===== config.mk =====
export PLATFORM = sky130hd
export DESIGN_NAME = add_seq_ctrl_flat
export DESIGN_NICKNAME = d
export VERILOG_FILES = /design/src/rtl/add_seq_if.sv /design/src/rtl/add_seq_ctrl.sv /design/src/flat_wrapper.sv
export SDC_FILE = /design/constraint.sdc
export NUM_CORES = 1
export LEC_CHECK = 0
export BUFFER_PORTS_ARGS = -buffer_cell sky130_fd_sc_hd__buf_2
export CAP_MARGIN = 10
export CELL_PAD_IN_SITES_DETAIL_PLACEMENT = 1
export CELL_PAD_IN_SITES_GLOBAL_PLACEMENT = 2
export CORE_ASPECT_RATIO = 1.4
export CORE_MARGIN = 3
export CORE_UTILIZATION = 27
export DETAILED_ROUTE_END_ITERATION = 16
export GPL_ROUTABILITY_DRIVEN = 0
export PLACE_DENSITY = 0.78
export SETUP_SLACK_MARGIN = 0.4
export SYNTH_ARGS = -nofsm -noshare
export SYNTH_HDL_FRONTEND = slang
export SYNTH_SLANG_ARGS = --single-unit
export TNS_END_PERCENT = 50

===== constraint.sdc =====
create_clock -name clk -period 1.8 [get_ports clk]
set_clock_uncertainty 0.05 [all_clocks]
set_input_delay 0.09 -clock clk [delete_from_list [all_inputs] [get_ports clk]]
set_output_delay 0.09 -clock clk [all_outputs]
set_load 0.02 [all_outputs]

===== src/rtl/add_seq_if.sv =====
// Handshake and adder-side bus for the add_seq_ctrl sequencing stage.
// slave = the controller, master = whoever drives operands/consumes results
// and hosts the combinational adder.
interface add_seq_if #(
    parameter int WIDTH = 8
);
    logic             in_valid;
    logic             in_ready;
    logic [WIDTH-1:0] in_a;
    logic [WIDTH-1:0] in_b;
    logic             in_cin;
    logic             in_acc;
    logic             acc_clr;

    logic [WIDTH-1:0] add_a;
    logic [WIDTH-1:0] add_b;
    logic             add_cin;
    logic [WIDTH-1:0] add_sum;
    logic             add_cout;

    logic             out_valid;
    logic             out_ready;
    logic [WIDTH-1:0] out_sum;
    logic             out_cout;
    logic [WIDTH-1:0] acc_q;
    logic [7:0]       ovf_cnt;

    modport slave (
        input  in_valid, in_a, in_b, in_cin, in_acc, acc_clr,
        input  add_sum, add_cout, out_ready,
        output in_ready, add_a, add_b, add_cin,
        output out_valid, out_sum, out_cout, acc_q, ovf_cnt
    );

    modport master (
        output in_valid, in_a, in_b, in_cin, in_acc, acc_clr,
        output add_sum, add_cout, out_ready,
        input  in_ready, add_a, add_b, add_cin,
        input  out_valid, out_sum, out_cout, acc_q, ovf_cnt
    );
endinterface


===== src/rtl/add_seq_ctrl.sv =====
// Sequencing stage around an external ripple-carry adder: registers the
// operands, waits SETTLE cycles for the ripple to settle, captures the sum,
// and offers it downstream. Keeps an accumulator and a saturating count of
// carry-out captures.
//
//  state   | meaning
//  --------+---------------------------------------------------------
//  S_IDLE  | ready for an operand transaction
//  S_DRIVE | operands held on the adder, settle timer counting down
//  S_HOLD  | captured result offered downstream until out_ready
//
// SETTLE legal range is 1..15 (4-bit settle timer).
module add_seq_ctrl #(
    parameter int WIDTH  = 8,
    parameter int SETTLE = 2
) (
    input  logic clk,
    input  logic rst_n,
    add_seq_if.slave bus
);

    typedef enum logic [1:0] {
        S_IDLE  = 2'd0,
        S_DRIVE = 2'd1,
        S_HOLD  = 2'd2
    } state_t;

    state_t           r_state;
    state_t           w_next;
    logic [3:0]       r_cnt;
    logic [WIDTH-1:0] r_add_a;
    logic [WIDTH-1:0] r_add_b;
    logic             r_add_cin;
    logic [WIDTH-1:0] r_out_sum;
    logic             r_out_cout;
    logic [WIDTH-1:0] r_acc;
    logic [7:0]       r_ovf;
    logic             w_accept;
    logic             w_capture;
    logic             w_in_ready;
    logic             w_out_valid;

    assign w_accept  = (r_state == S_IDLE) && bus.in_valid;
    assign w_capture = (r_state == S_DRIVE) && (r_cnt == 4'd1);

    // State register.
    always_ff @(posedge clk) begin
        if (!rst_n) begin
            r_state <= S_IDLE;
        end else begin
            r_state <= w_next;
        end
    end

    // Next-state and handshake outputs; both handshakes depend on state only
    // (in_ready is additionally held low while reset is asserted).
    always_comb begin
        w_next      = r_state;
        w_in_ready  = 1'b0;
        w_out_valid = 1'b0;
        case (r_state)
            S_IDLE: begin
                w_in_ready = rst_n;
                if (bus.in_valid) begin
                    w_next = S_DRIVE;
                end
            end
            S_DRIVE: begin
                if (r_cnt == 4'd1) begin
                    w_next = S_HOLD;
                end
            end
            S_HOLD: begin
                w_out_valid = 1'b1;
                if (bus.out_ready) begin
                    w_next = S_IDLE;
                end
            end
            default: begin
                w_next = S_IDLE;
            end
        endcase
    end

    // Settle timer: loaded on accept, counts down while driving the adder.
    always_ff @(posedge clk) begin
        if (!rst_n) begin
            r_cnt <= 4'd0;
        end else if (w_accept) begin
            r_cnt <= 4'(SETTLE);
        end else if (r_state == S_DRIVE) begin
            r_cnt <= r_cnt - 4'd1;
        end
    end

    // Operand registers feeding the adder; only change on the accept edge.
    // In accumulate mode the pre-clear accumulator value is used.
    always_ff @(posedge clk) begin
        if (!rst_n) begin
            r_add_a   <= '0;
            r_add_b   <= '0;
            r_add_cin <= 1'b0;
        end else if (w_accept) begin
            r_add_a   <= bus.in_acc ? r_acc : bus.in_a;
            r_add_b   <= bus.in_b;
            r_add_cin <= bus.in_cin;
        end
    end

    // Result capture; held stable until the next capture.
    always_ff @(posedge clk) begin
        if (!rst_n) begin
            r_out_sum  <= '0;
            r_out_cout <= 1'b0;
        end else if (w_capture) begin
            r_out_sum  <= bus.add_sum;
            r_out_cout <= bus.add_cout;
        end
    end

    // Accumulator and saturating overflow counter; clear beats capture.
    always_ff @(posedge clk) begin
        if (!rst_n) begin
            r_acc <= '0;
            r_ovf <= 8'd0;
        end else if (bus.acc_clr) begin
            r_acc <= '0;
            r_ovf <= 8'd0;
        end else if (w_capture) begin
            r_acc <= bus.add_sum;
            if (bus.add_cout && (r_ovf != 8'hFF)) begin
                r_ovf <= r_ovf + 8'd1;
            end
        end
    end

    assign bus.in_ready  = w_in_ready;
    assign bus.out_valid = w_out_valid;
    assign bus.add_a     = r_add_a;
    assign bus.add_b     = r_add_b;
    assign bus.add_cin   = r_add_cin;
    assign bus.out_sum   = r_out_sum;
    assign bus.out_cout  = r_out_cout;
    assign bus.acc_q     = r_acc;
    assign bus.ovf_cnt   = r_ovf;

endmodule


===== src/flat_wrapper.sv =====
// flat-port wrapper written by rule: the top's interface ports become plain ports
module add_seq_ctrl_flat 
#(
    parameter int WIDTH  = 8,
    parameter int SETTLE = 2
)
  (clk, rst_n, bus_in_valid, bus_in_a, bus_in_b, bus_in_cin, bus_in_acc, bus_acc_clr, bus_add_sum, bus_add_cout, bus_out_ready, bus_in_ready, bus_add_a, bus_add_b, bus_add_cin, bus_out_valid, bus_out_sum, bus_out_cout, bus_acc_q, bus_ovf_cnt);
  add_seq_if #(.WIDTH(WIDTH)) bus_i ();
  input  logic clk;
  input  logic rst_n;
  input wire logic [$bits(bus_i.in_valid)-1:0] bus_in_valid;
  input wire logic [$bits(bus_i.in_a)-1:0] bus_in_a;
  input wire logic [$bits(bus_i.in_b)-1:0] bus_in_b;
  input wire logic [$bits(bus_i.in_cin)-1:0] bus_in_cin;
  input wire logic [$bits(bus_i.in_acc)-1:0] bus_in_acc;
  input wire logic [$bits(bus_i.acc_clr)-1:0] bus_acc_clr;
  input wire logic [$bits(bus_i.add_sum)-1:0] bus_add_sum;
  input wire logic [$bits(bus_i.add_cout)-1:0] bus_add_cout;
  input wire logic [$bits(bus_i.out_ready)-1:0] bus_out_ready;
  output wire logic [$bits(bus_i.in_ready)-1:0] bus_in_ready;
  output wire logic [$bits(bus_i.add_a)-1:0] bus_add_a;
  output wire logic [$bits(bus_i.add_b)-1:0] bus_add_b;
  output wire logic [$bits(bus_i.add_cin)-1:0] bus_add_cin;
  output wire logic [$bits(bus_i.out_valid)-1:0] bus_out_valid;
  output wire logic [$bits(bus_i.out_sum)-1:0] bus_out_sum;
  output wire logic [$bits(bus_i.out_cout)-1:0] bus_out_cout;
  output wire logic [$bits(bus_i.acc_q)-1:0] bus_acc_q;
  output wire logic [$bits(bus_i.ovf_cnt)-1:0] bus_ovf_cnt;
  assign bus_i.in_valid = bus_in_valid;
  assign bus_i.in_a = bus_in_a;
  assign bus_i.in_b = bus_in_b;
  assign bus_i.in_cin = bus_in_cin;
  assign bus_i.in_acc = bus_in_acc;
  assign bus_i.acc_clr = bus_acc_clr;
  assign bus_i.add_sum = bus_add_sum;
  assign bus_i.add_cout = bus_add_cout;
  assign bus_i.out_ready = bus_out_ready;
  assign bus_in_ready = bus_i.in_ready;
  assign bus_add_a = bus_i.add_a;
  assign bus_add_b = bus_i.add_b;
  assign bus_add_cin = bus_i.add_cin;
  assign bus_out_valid = bus_i.out_valid;
  assign bus_out_sum = bus_i.out_sum;
  assign bus_out_cout = bus_i.out_cout;
  assign bus_acc_q = bus_i.acc_q;
  assign bus_ovf_cnt = bus_i.ovf_cnt;
  add_seq_ctrl #(.WIDTH(WIDTH), .SETTLE(SETTLE)) u_core (.clk(clk), .rst_n(rst_n), .bus(bus_i));
endmodule

* Word level (Yosys, flattened, before mapping)
Index checks and enable logic that the tools add are counted.
** Storage, ports and cells
- Register bits after elaboration :: 48
- Input bits :: 32
- Output and inout port bits :: 44
- Logic and storage cells :: 38
** Cells by class
- Add/subtract/negate cells :: 2
- Equal/unequal tests :: 7
- Mux-type cells :: 9
- Bitwise operators :: 1
- Reductions and logical operators :: 9
** Operators with widths (count)
- two-way mux 2 bit :: 5
- adder 8 x 1 -> 8 bit (second input constant) :: 1
- two-way mux 8 bit :: 1
- != test 8 bit (second input constant) :: 1
- case mux 2 bit (3 select lines) :: 1
- == test 4 x 1 -> 1 bit (second input constant) :: 1
- != test 2 bit (second input constant) :: 2
- OR reduction 2 bit :: 2
- subtractor 4 x 1 -> 4 bit (second input constant) :: 1
- logical AND 1 bit :: 3
- AND reduction 3 bit :: 1
- == test 2 x 1 -> 1 bit (second input constant) :: 1
- == test 2 bit (second input constant) :: 1
- logical NOT 2 bit :: 1
- two-way mux 1 bit :: 2
- != test 2 x 1 -> 1 bit (second input constant) :: 1
- AND reduction 2 bit :: 1
- nonzero test 2 bit :: 1
- NOT 1 bit :: 1

* Longest topological paths before layout
- Depth in word-level cells :: 3
- Gate-level depth with buffers :: 7
- Mapped depth without buffers :: 6

* Worst setup path before layout
Ideal clock, no wire load.
- Path kind :: register to register
- Start point :: register u_core.r_cnt[0]
- End point :: register u_core.r_ovf[6] (netlist: u_core.bus.ovf_cnt[6])
- Library setup time :: 0.059 ns
- Arrival time :: 1.553 ns
- Required time :: 1.691 ns
- Setup slack :: 0.137 ns
- Stages on the path, launching flop included :: 7
- Path buffers :: 1
- Period minus slack after synthesis :: 1.663 ns
- Cells stage by stage :: dfxtp_1 ha_1 nor3b_4 o211ai_2 buf_6 or4_1 nand2_1
** On the way
- Cells in the longest elaborated chain, start to end :: 3
** RTL lines
- start: declaration :: RTL line add_seq_ctrl.sv:30 : logic [3:0] r_cnt;
- start signal: assignment :: RTL line add_seq_ctrl.sv:90 : r_cnt <= 4'(SETTLE);
- start signal: assignment :: RTL line add_seq_ctrl.sv:92 : r_cnt <= r_cnt - 4'd1;
- == test 4 x 1 -> 1 bit :: RTL line add_seq_ctrl.sv:44 : assign w_capture = (r_state == S_DRIVE) && (r_cnt == 4'd1);
- logical AND 1 bit :: RTL line add_seq_ctrl.sv:44
- AND reduction 2 bit (no line)
- end signal: assignment :: RTL line add_seq_ctrl.sv:132 : r_ovf <= r_ovf + 8'd1;
- end: declaration :: RTL line add_seq_ctrl.sv:37 : logic [7:0] r_ovf;
Every way passes these cells.
A chain may end at the register's enable or synchronous reset.

* Worst setup path after layout
- Start point :: register u_core.r_cnt[1]
- End point :: register u_core.r_ovf[5] (netlist: u_core.bus.ovf_cnt[5])
The elaborated chain is that of the path after synthesis.

==> summary.md <==
| Metric | Value |
|---|---|
| Outcome | finished with violations |
| Failing checks | hold timing |
| Clock sink total | 48 |
| Peak supply drop | 0.000495 V |
| Fin Hold WS | -0.000611 ns |
| Commonest non-fill, non-tap cell in the layout | buf_2 |
| Core box area | 6740 um2 |
| IO buf count | 75 |
| Area Overhead vs Synth | 64.2% |
| Commonest cells after routing, fill and taps aside | buf_2, dfxtp_1, nand2_1 |
| CTS root buffer | clkbuf_8 |
| Share of layout cells above drive strength 1 | 46.7% |
| PD cells | 775 nW/um2 |
| Synth Register Bits | 48 |
| Cells after synthesis | 224 |
| Final Cycle Share | 90.5% |
| Synth area leader | dfxtp_1 |
| Mapped Area | 1930 um2 |
| Dominant synthesized flop cell | dfxtp_1 |
| IO Count | 76 |
| Crit path time final | 1.63 ns |
| Number of cell rows | 35 |
| CP bufs+invs | 1 |
| Slew Limit Fails | 0 |
| Setup TNS | 0 ns |
| Drt pass-1 iters | 4 |
| Die width | 77.4 um |
| Synthesized Nets | 259 |
| Area of the die | 8210 um2 |
| HP Class | in2reg |
| # DRC | 0 |
| All-layer global routing usage | 16.0% |
| EDFF count, synth | 0 |
| Fin util | 46.9% |
| Slew @ Worst Pin | 0.414 ns |
| Mean post-synth cell area | 8.61 um2 |
| Initial antenna violation count | 0 |
| H-tree lvl count | 2 |
| Final ANT Viol Nets | 0 |
| CTS tree | done |
| Via Count | 2007 |
| Max Root-Sink Buffers | 2 |
| First-pass GRT wire length | 10500 um |
| RSZ-0062 raised after global routing | true |
| Worst path arrival time | 1.83 ns |
| Share of the synthesized area in the top cell type | 49.8% |
| Clk_lat worst skew | 0.31 ns |
| Worst Path Max Fanout | 6 |
| Die H | 106 um |
| Max Freq | 614 MHz |
| Wire per inst | 15.8 um |
| Worst-path cell chain | inv_2 > ha_4 > nor3b_4 > o211ai_4 > or4_4 > a21oi_2 |
| Leakage | 1.41 nW |
| CP peak stage delay | 0.44 ns |
| Via-per-instance ratio | 4.71 |
| Distinct cells, synth | 33 |
| Initial DRC Count | 66 |
| Max Cap Viol | 0 |
| Worst EP required | 2.01 ns |
| Hold Fails Final Rpt | 1 |
| # diodes | 0 |
| CTS clk-pin slew, worst paths | 0.10 ns |
| Critical path's top delay family | simple AND/OR/NAND/NOR gates |
| Worst setup SP type | flip-flop |
| DPL Wire Length | 4050 um |
| Critical path's slowest cell | or4_4 |
| Ys async rst share | 0% |
| Sequential area share after synthesis | 49.8% |
| Vias in the first global route | 2037 |
| GRT Residual Overflow | 0 |
| Final setup violation count | 0 |
| Top cells by area, synth | dfxtp_1, nand2_1, a21oi_1 |
| Rel. slew slack | 72.4% |
| Final #Nets | 368 |
| Initial Utilization | 28.6% |
| Inserted Clock Buffers | 5 |
| CP Capture Type | flip-flop |
| Yosys warnings | 0 |
| Drt total wl | 6740 um |
| CP Class | reg2reg |
| Pin count of the biggest net entering global routing | 32 |
cells in the mapped netlist (all sizes together), types with 3 or more instances:
cell and number:
or3 3, a21oi 30, nor2 20, mux2i 10, a211oi 9, nand2 49
ha 3, clkbuf 8, dfxtp 48, nand3 5, o211ai 3, nand2b 3
inv 4, buf 5
logic make-up after synthesis:
logic type,Yosys count,synth area share (%)
AOI/OAI and AO/OA,49,15.3
adders and majority gates,3,1.95
xor gates and xnor gates,2,0.909
muxes,12,6.36
and+or+nand+nor,93,21.7
buffers and inverters,17,3.89
DFF,48,49.8
final timing paths:
check / startpoint / cells after the start / endpoint / slack, ns
hold reg to reg: u_core.bus.add_b[7] / 2 / u_core.bus.add_b[7] / 0.40
hold / removal: bus_out_ready / 3 / u_core.r_state[1] / -0.0006
setup / recovery: u_core.r_cnt[1] / 6 / u_core.bus.ovf_cnt[5] / 0.17
setup reg to reg: u_core.r_cnt[1] / 6 / u_core.bus.ovf_cnt[5] / 0.17
area by class of cell:
type	count	area, um2
Fill cell	826	3580
Clock inverter	2	38.8
Multi-Input combinational cell	160	1130
Tap cell	92	115
Timing Repair Buffer	114	800
Clock buffer	6	93.8
Inverter	4	15.0
Sequential cell	48	973
metrics by stage:
step                power (mW)  instances  instance area (um2)  setup WS, ns
floorplan                 1.34        224                 1950         0.245
global placement          1.45        387                 2450         0.186
detailed placement        1.45        387                 2450         0.109
CTS                       2.44        423                 3010         0.211
global route              2.56        426                 3170        0.0830
finish                    2.45        426                 3170         0.171
state kept, by name, indices dropped and copies added, names as in the netlist, 2 cells and up:
name	flops
u_core.bus.acc_q	8
u_core.r_state	2
u_core.bus.out_sum	8
u_core.bus.add_a	8
u_core.bus.ovf_cnt	8
u_core.bus.add_b	8
u_core.r_cnt	4
layer usage:
| layer | up-vias | part of all wire [%] | track usage [%] |
|---|---|---|---|
| li1 | 989 | - | - |
| met1 | 956 | 42 | 19.5 |
| met2 | 56 | 53 | 28.4 |
| met3 | 6 | 2.9 | 2.37 |
| met4 | 0 | 1.2 | 5.34 |
| met5 | - | 0 | 0 |
worst reg2reg max path, stage by stage (launching register included):
cell and delay, ns:
dfxtp_2 0.34, inv_2 0.07, ha_4 0.11, nor3b_4 0.29, o211ai_4 0.16, or4_4 0.44, a21oi_2 0.12
report_power, final:
part	total, mW	internal (mW)	switching, mW
sequential	1.13	1.10	0.0300
clock	0.913	0.504	0.408
combinational	0.410	0.191	0.218
timing repair:
item / in CTS / in global routing
pin swaps: 13 / 16
resized for setup: 33 / 34
cloned: 4 / 0
hold endpoints to repair: 18 / 2
endpoints found under the setup margin: 27 / 48
buffers inserted: 8 / 2
hold buffers: 16 / 1
No activity file was read; power rests on OpenSTA's default activity.
